$ cat src/rtl/tras_cmd_arbiter_pkg.sv
// Shared definitions for the transmit command tap arbiter: command encodings,
// the "no owner" module ID and the arbiter state type.
package tras_cmd_arbiter_pkg;

  localparam int CMD_W = 4;

  localparam logic [CMD_W-1:0] CMD_IDLE  = 4'h0;
  localparam logic [CMD_W-1:0] CMD_START = 4'h1;
  localparam logic [CMD_W-1:0] CMD_STOP  = 4'h2;
  localparam logic [CMD_W-1:0] CMD_WR0   = 4'h3;
  localparam logic [CMD_W-1:0] CMD_WR1   = 4'h4;
  localparam logic [CMD_W-1:0] CMD_RD    = 4'h5;
  localparam logic [CMD_W-1:0] CMD_ACK   = 4'h6;
  localparam logic [CMD_W-1:0] CMD_NACK  = 4'h7;
  localparam logic [CMD_W-1:0] CMD_OSCL  = 4'h8;

  // Wide all-ones pattern, truncated to the module ID width where it is used.
  localparam logic [31:0] MID_NONE = 32'hFFFF_FFFF;

  typedef enum logic [1:0] {
    A_IDLE,
    A_OWN,
    A_REL
  } arb_state_t;

endpackage

$ cat src/rtl/tras_cmd_arbiter_rr_pick.sv
// Combinational round-robin first-one finder: searches upward from ptr+1 with
// wrap and returns the first requesting index.
module rr_pick #(
  parameter int N = 4
) (
  input  logic [N-1:0]         req,
  input  logic [$clog2(N)-1:0] ptr,
  output logic [$clog2(N)-1:0] idx,
  output logic                 found
);

  localparam int IW = $clog2(N);

  always_comb begin
    int c;
    c     = 0;
    idx   = '0;
    found = 1'b0;
    for (int k = 1; k <= N; k++) begin
      c = (int'(ptr) + k) % N;
      if (!found && req[IW'(c)]) begin
        idx   = IW'(c);
        found = 1'b1;
      end
    end
  end

endmodule

$ cat src/rtl/tras_cmd_arbiter.sv
// Round-robin owner of the shared byte-level transmit command tap, with
// transaction locking, owner ID publication and a stall watchdog.
module tras_cmd_arbiter
  import tras_cmd_arbiter_pkg::*;
#(
  parameter int NUM_REQ     = 4,
  parameter int CSIZE       = 4,
  parameter int MID_W       = 4,
  parameter int PID_W       = 2,
  parameter int TIMEOUT_CYC = 1024
) (
  input  logic                     clock,
  input  logic                     rst,
  input  logic [NUM_REQ-1:0]       req_vld,
  input  logic [NUM_REQ*CSIZE-1:0] req_cmd,
  input  logic [NUM_REQ-1:0]       req_lock,
  input  logic [NUM_REQ*MID_W-1:0] req_mid,
  input  logic [NUM_REQ*PID_W-1:0] req_proc_id,
  output logic [NUM_REQ-1:0]       req_ready,
  output logic                     tras_cmd_vld,
  output logic [CSIZE-1:0]         tras_cmd,
  input  logic                     tras_cmd_ready,
  output logic [MID_W-1:0]         curr_mid,
  output logic [PID_W-1:0]         curr_proc_id,
  output logic                     arb_busy,
  output logic                     arb_timeout,
  output logic [MID_W-1:0]         timeout_mid
);

  localparam int IW   = $clog2(NUM_REQ);
  localparam int WD_W = $clog2(TIMEOUT_CYC);
  localparam logic [WD_W-1:0]  WD_LAST = WD_W'(TIMEOUT_CYC - 1);
  localparam logic [MID_W-1:0] MID_ALL = MID_W'(MID_NONE);

  arb_state_t        state;
  logic [IW-1:0]     owner;
  logic [IW-1:0]     ptr;
  logic [WD_W-1:0]   wdog;

  logic [NUM_REQ-1:0] req_any;
  logic [IW-1:0]      pick_idx;
  logic               pick_found;
  logic               own_vld;
  logic               own_lock;
  logic [CSIZE-1:0]   own_cmd;
  logic [MID_W-1:0]   pick_mid;
  logic [PID_W-1:0]   pick_pid;
  logic               handshake;
  logic               release_ok;

  assign req_any = req_vld | req_lock;

  rr_pick #(.N(NUM_REQ)) u_pick (
    .req   (req_any),
    .ptr   (ptr),
    .idx   (pick_idx),
    .found (pick_found)
  );

  always_comb begin
    own_vld  = 1'b0;
    own_lock = 1'b0;
    own_cmd  = '0;
    pick_mid = '0;
    pick_pid = '0;
    for (int i = 0; i < NUM_REQ; i++) begin
      if (owner == IW'(i)) begin
        own_vld  = req_vld[i];
        own_lock = req_lock[i];
        own_cmd  = req_cmd[i*CSIZE +: CSIZE];
      end
      if (pick_idx == IW'(i)) begin
        pick_mid = req_mid[i*MID_W +: MID_W];
        pick_pid = req_proc_id[i*PID_W +: PID_W];
      end
    end
  end

  // The owner talks straight to the tap; nobody else sees ready.
  always_comb begin
    tras_cmd_vld = 1'b0;
    tras_cmd     = CSIZE'(CMD_IDLE);
    req_ready    = '0;
    if (state == A_OWN) begin
      tras_cmd_vld = own_vld;
      tras_cmd     = own_cmd;
      for (int i = 0; i < NUM_REQ; i++) begin
        req_ready[i] = (owner == IW'(i)) && tras_cmd_ready;
      end
    end
  end

  assign handshake  = (state == A_OWN) && own_vld && tras_cmd_ready;
  assign release_ok = !own_lock && (!own_vld || tras_cmd_ready);

  always_ff @(posedge clock) begin
    if (rst) begin
      state        <= A_IDLE;
      owner        <= '0;
      ptr          <= IW'(NUM_REQ - 1);
      wdog         <= '0;
      curr_mid     <= MID_ALL;
      curr_proc_id <= '0;
      timeout_mid  <= MID_ALL;
      arb_busy     <= 1'b0;
      arb_timeout  <= 1'b0;
    end else begin
      arb_timeout <= 1'b0;
      unique case (state)
        A_IDLE: begin
          if (pick_found) begin
            owner        <= pick_idx;
            ptr          <= pick_idx;
            curr_mid     <= pick_mid;
            curr_proc_id <= pick_pid;
            arb_busy     <= 1'b1;
            wdog         <= '0;
            state        <= A_OWN;
          end
        end
        A_OWN: begin
          // A normal release wins over a watchdog expiry in the same cycle.
          if (release_ok) begin
            curr_mid <= MID_ALL;
            arb_busy <= 1'b0;
            state    <= A_REL;
          end else if (handshake) begin
            wdog <= '0;
          end else if (wdog == WD_LAST) begin
            timeout_mid <= curr_mid;
            arb_timeout <= 1'b1;
            curr_mid    <= MID_ALL;
            arb_busy    <= 1'b0;
            state       <= A_REL;
          end else begin
            wdog <= wdog + WD_W'(1);
          end
        end
        A_REL: begin
          wdog  <= '0;
          state <= A_IDLE;
        end
        default: state <= A_IDLE;
      endcase
    end
  end

endmodule

$ cat config.mk
export PLATFORM = sky130hd
export DESIGN_NAME = tras_cmd_arbiter
export DESIGN_NICKNAME = d
export VERILOG_FILES = /design/src/rtl/tras_cmd_arbiter_pkg.sv /design/src/rtl/tras_cmd_arbiter_rr_pick.sv /design/src/rtl/tras_cmd_arbiter.sv
export SDC_FILE = /design/constraint.sdc
export NUM_CORES = 1
export LEC_CHECK = 0
export ABC_AREA = 0
export CORE_UTILIZATION = 44
export CTS_CLUSTER_SIZE = 10
export DETAILED_ROUTE_END_ITERATION = 16
export PLACE_DENSITY = 0.87
export SYNTH_ARGS = -nofsm -noshare
export SYNTH_HDL_FRONTEND = slang
export SYNTH_SLANG_ARGS = --single-unit
$ cat constraint.sdc
create_clock -name clock -period 2.3 [get_ports clock]
set_input_delay 0.46 -clock clock [delete_from_list [all_inputs] [get_ports clock]]
set_output_delay 0.46 -clock clock [all_outputs]
set_load 0.03 [all_outputs]
After elaboration in Yosys (flattened, before gate mapping)
Index checks and enable logic that the tools add are counted.

Bits in registers: 28. Input port bits: 51. Output and inout port bits: 21. Logic and storage cells: 127.

Add/subtract/negate cells: 5. Order comparisons: 4. Equal/unequal tests: 14. Muxes and demuxes: 64. Bitwise gates (word level): 4. Reductions and logical operators: 27.

Operators with widths (number): $mux 4 (14); $mux 10 (4); $pmux 10 s3 (1); $mux 1 (26); $mux 2 (12); $lt 2x4->1 const B (4); $reduce_and 4->1 (3); $add 10x1->10 const B (1); $eq 10x10->1 const B (1); $eq 2x2->1 const B (5); $logic_and 1x1->1 (10); $bmux 1 s2 (4); $pmux 4 s2 (1); $eq 2x1->1 const B (3); $logic_not 2->1 (3); $ne 3x3->1 const B (2); $logic_not 1->1 (5); $add 2x1->2 const B (2); $add 2x2->2 const B (2); $ne 2x2->1 const B (2); $or 4x4->4 (1); $pmux 2 s2 (1); $reduce_or 4->1 (1); $ne 3x2->1 const B (1); 7 further kinds (9).

Depth between registers and ports, before layout
Word-level depth: 21. Mapped depth: 7. Depth with buffers taken out: 6.

Hierarchy
A second synthesis with hierarchy kept.

Cell total of the unflattened synthesis: 190. Area, all modules: 1744.2 sq um.

Modules (own cells, without submodules): tras_cmd_arbiter (instances 1, cells an instance 176, area each 1652.8 sq um, seq. area each 560.5 sq um); rr_pick (instances 1, cells an instance 14, area each 91.3 sq um, seq. area each 0.0 sq um).

Worst setup path after synthesis
Ideal clock, no wire load.

Kind: flip-flop to output port. From: reg state[0]. To: out req_ready[0]. Data arrival time: 1637 ps. Data required time: 1840 ps. Path slack: 203 ps. Cell stages (with the launch flop): 3. Buffers on the path: 0. Path through: dfxtp_1 > or2b_2 > nor4_1.

Longest elaborated chain between the ends: 2.

RTL lines: start: declaration (RTL line tras_cmd_arbiter.sv:35) `arb_state_t state;`; start signal: assignment (RTL line tras_cmd_arbiter.sv:98) `state <= A_IDLE;`; start signal: assignment (RTL line tras_cmd_arbiter.sv:118) `state <= A_OWN;`; start signal: assignment (RTL line tras_cmd_arbiter.sv:126) `state <= A_REL;`; $eq 2x1->1 (RTL line tras_cmd_arbiter.sv:84) `if (state == A_OWN) begin`; $mux 4 (RTL line tras_cmd_arbiter.sv:84); end: declaration (RTL line tras_cmd_arbiter.sv:19) `output logic [NUM_REQ-1:0] req_ready,`.

Every way passes these cells.

Worst setup path after layout
From: in req_cmd[9]. To: out tras_cmd[1].

Longest elaborated chain between the ends: 3.

RTL lines: start: declaration (RTL line tras_cmd_arbiter.sv:15) `input logic [NUM_REQ*CSIZE-1:0] req_cmd,`; $mux 4 (2 in series) (RTL line tras_cmd_arbiter.sv:67) `if (owner == IW'(i)) begin`; $mux 4 (RTL line tras_cmd_arbiter.sv:84); end: declaration (RTL line tras_cmd_arbiter.sv:21) `output logic [CSIZE-1:0] tras_cmd,`.

Every way passes these cells.

==> impl_metrics.csv <==
group,metric,value,unit
critical_path,worstSetupStartpointType,"input port",
critical_path,worstPathMaxFanout,1,
placed_design,port-buffer-count,71,
synthesis,yosys.area.top_type_share,30.8,%
floorplanning,floorplan.initialDensity,45.8,%
clock_tree,cts_num_sinks,28,
critical_path,crit_arrival,1.78,ns
synthesis,synthFlopType,"dfxtp_1",
synthesis,synth-edff-count,0,
floorplanning,die_outline_height,66.3,um
routing,dr_total_vias,2038,
critical_path,worst_r2r_endpoint,"curr_mid[2]$_SDFFE_PP1P_",
clock_tree,cts.clk_slew.worst_paths,0.09,ns
worst_hold_path,worst_hold_startpoint,"arb_busy$_SDFFE_PP0P_",
sta,worst_clock_skew,0.00330,ns
placed_design,post-dp-hpwl,4170,um
global_route,antenna_found_initial,0,
placed_design,placed_cell_area,0.00276,mm2
power,maximum_ir_drop_on_the_vdd_rail,0.534,mV
final_layout,finish.instance_area,0.00284,mm2
floorplanning,floorplan.rows,23,
synthesis,syn-instance-count,206,
routing,final_antenna_net_count,0,
worst_hold_path,min_path_type,"reg -> reg",
routing,firstDrtPassIters,4,
synthesis,synthesis.area_per_instance,8.83,um2
floorplanning,die_w,66.3,um
clock_tree,cts_setup_buffers,0,
clock_tree,cts.htree.levels,1,
worst_hold_path,hold_path_end,"arb_busy$_SDFFE_PP0P_",
global_route,grt_start_max_net_pins,17,
synthesis,synth_warnings,0,
final_layout,syn_to_final_growth,55.8,%
synthesis,synth.cell_area,0.00182,mm2
clock_tree,clock_path_buffers,2,
final_layout,final_cell_count_no_fill,353,
global_route,grt_use_total,26.0,%
sta,worstMarginPinSlew,0.500,ns
power,power_density,884,mW/mm2
clock_tree,cts.root.buffer_cell,"clkbuf_8",
synthesis,synth.area.top_cells,"dfxtp_1 31%, mux4_1 7.2%, mux2i_1 5.5%",
placed_design,dp.cells,349,
final_layout,antenna_cells,0,
sta,period_needed,2.24,ns
global_route,first_global_vias,2025,
sta,slew_headroom,65.8,%
synthesis,yosys.area.top_type,"dfxtp_1",
global_route,grt_first_pass_wirelength,8850,um
placed_design,finalWeightedCongestion,0.845,
critical_path,r2r_start,"wdog[0]$_SDFFE_PP0P_",
routing,routedWlPerCell,15.2,um
critical_path,rrSetupSlack,0.25,ns
final_layout,fin_nets,356,
synthesis,seq_area_frac_synth,30.8,%
final_layout,post_route_cells_drive_above_1_share,19.8,%
synthesis,synthesis.nets,258,
clock_tree,clock_insertion_delay_worst_skew,0.27,ns
routing,initialDrtViolationCount,101,
power,power_leakage,0.00113,uW
critical_path,reg2reg_depth,6,
run,drv.max_cap_violation_count,0,
global_route,gr-total-overflow,0,
routing,route.detailed.vias_per_inst,5.77,
critical_path,timing.setup.critical_path_class,"in -> out",
clock_tree,tritoncts.num_buffers,3,
routing,routed_wirelength,5380,um
floorplanning,area_of_the_die,0.00440,mm2
routing,drc,0,
critical_path,cp_data_required_time,1.84,ns
sta,rsz_0062_raised_after_global_routing,"false",
synthesis,synth_top_cells_by_count,"28 x dfxtp_1, 21 x nor2_1, 15 x nand2_1",
worst_hold_path,min_delay_path_depth,2,
critical_path,critPathCaptureType,"primary output",
synthesis,synthMostInstantiatedCell,"dfxtp_1",
sta,final-hold-violation-count,0,
synthesis,synthArstFlopShare,0,%
synthesis,synth_cell_types,56,
sta,maxSlewViolCount,0,
floorplanning,io_pins,72,
floorplanning,core_region_area,0.00397,mm2
clock_tree,clock_tree_from_tritoncts,"built",
sta,post-route-period-util,97.5,%
sta,timing.fmax,0.446,GHz
synthesis,ys_ff_latch,28,
run_status,run_status,"finished, final reports clean",
sta,timing.final.setup_violations,0,
## critical path, stage by stage
cell and delay (ns):
clkdlybuf4s50_1 0.40, mux4_1 0.48, and2_1 0.17, clkdlybuf4s15_2 0.27
## worst max-delay path by stage
stage / startpoint / endpoint / slack (ns) / cells after the start
6_report: req_cmd[9] / tras_cmd[1] / 0.06 / 4
3_5_place_dp: req_vld[2] / tras_cmd_vld / -0.31 / 4
2_1_floorplan: state[0]$_SDFFE_PP0P_ / req_ready[0] / 0.20 / 2
5_1_grt: req_cmd[9] / tras_cmd[1] / 0.02 / 4
4_1_cts: req_vld[3] / tras_cmd_vld / 0.001 / 4
3_3_place_gp: req_vld[3] / tras_cmd_vld / -0.31 / 4
## flip-flops by register name (all words and copies together) (netlist names)
name / cells
arb_busy: 1
arb_timeout: 1
curr_mid: 4
curr_proc_id: 2
owner: 2
ptr: 2
state: 2
timeout_mid: 4
wdog: 10
## power breakdown
| part | internal (uW) | switching, uW |
|---|---|---|
| clock | 233 | 153 |
| combinational | 676 | 713 |
| sequential | 588 | 143 |
| total | 1500 | 1010 |
## layout by cell type (no fill, tap or decap), drive strengths merged, types with 3 or more instances in the layout
cell / n
nor3: 7
o21ai: 10
o31ai: 3
nor2: 22
buf: 36
a221oi: 4
and3: 4
o211ai: 4
mux4: 6
nor2b: 3
clkdlybuf4s50: 62
nand3: 7
dfxtp: 28
a2bb2oi: 4
nor4: 4
clkbuf: 5
mux2i: 10
a21oi: 10
a22oi: 4
a21o: 3
and2: 6
inv: 5
a31oi: 3
a41oi: 3
nand2: 16
a311oi: 3
## routing by layer
layer,share of wire (%),GRT usage (%),up-vias
met4,1.3,7.98,0
met3,6.4,3.62,6
met5,0,0,-
met2,49,44.8,90
li1,-,-,1008
met1,43,33.3,934
## stage by stage
step / util [%] / setup WS, ns / hold WS, ns / power [uW] / TNS, ns
after floorplan: - / 0.203 / 0.465 / 1580 / 0
after global placement: 69.5 / -0.307 / 0.459 / 2080 / -4.07
after detailed placement: 69.5 / -0.314 / 0.464 / 2110 / -4.71
after CTS: 71.4 / 0.00120 / 0.479 / 2490 / 0
after global routing: 71.4 / 0.0164 / 0.498 / 2650 / 0
final: 71.4 / 0.0565 / 0.478 / 2510 / 0
## layout make-up
class                      count  area (um2)
fill                         321        1140
sequential                    28         564
inverter                       5        18.8
timing repair buffer         101         907
clock buffer                   3        41.3
multi-input combinational    165        1210
clock inverter                 1        30.0
tap                           50        62.6
## cells by family (layout without fill, tap and decap cells)
group | count (synthesis) | count (layout) | share of synthesized area (%)
and+or+nand+nor | 80 | 80 | 22.3
AOI/OAI and AO/OA | 68 | 68 | 28.6
adders and majority gates | 1 | 1 | 0.688
muxes | 16 | 16 | 14.0
buffers and inverters | 13 | 110 | 3.64
DFF | 28 | 28 | 30.8
## repair_timing
action	4_1_cts	5_1_grt
gates resized for setup	12	14
endpoints found under the setup margin	5	12
hold buffers	0	0
(Power assumes the default switching activity.)
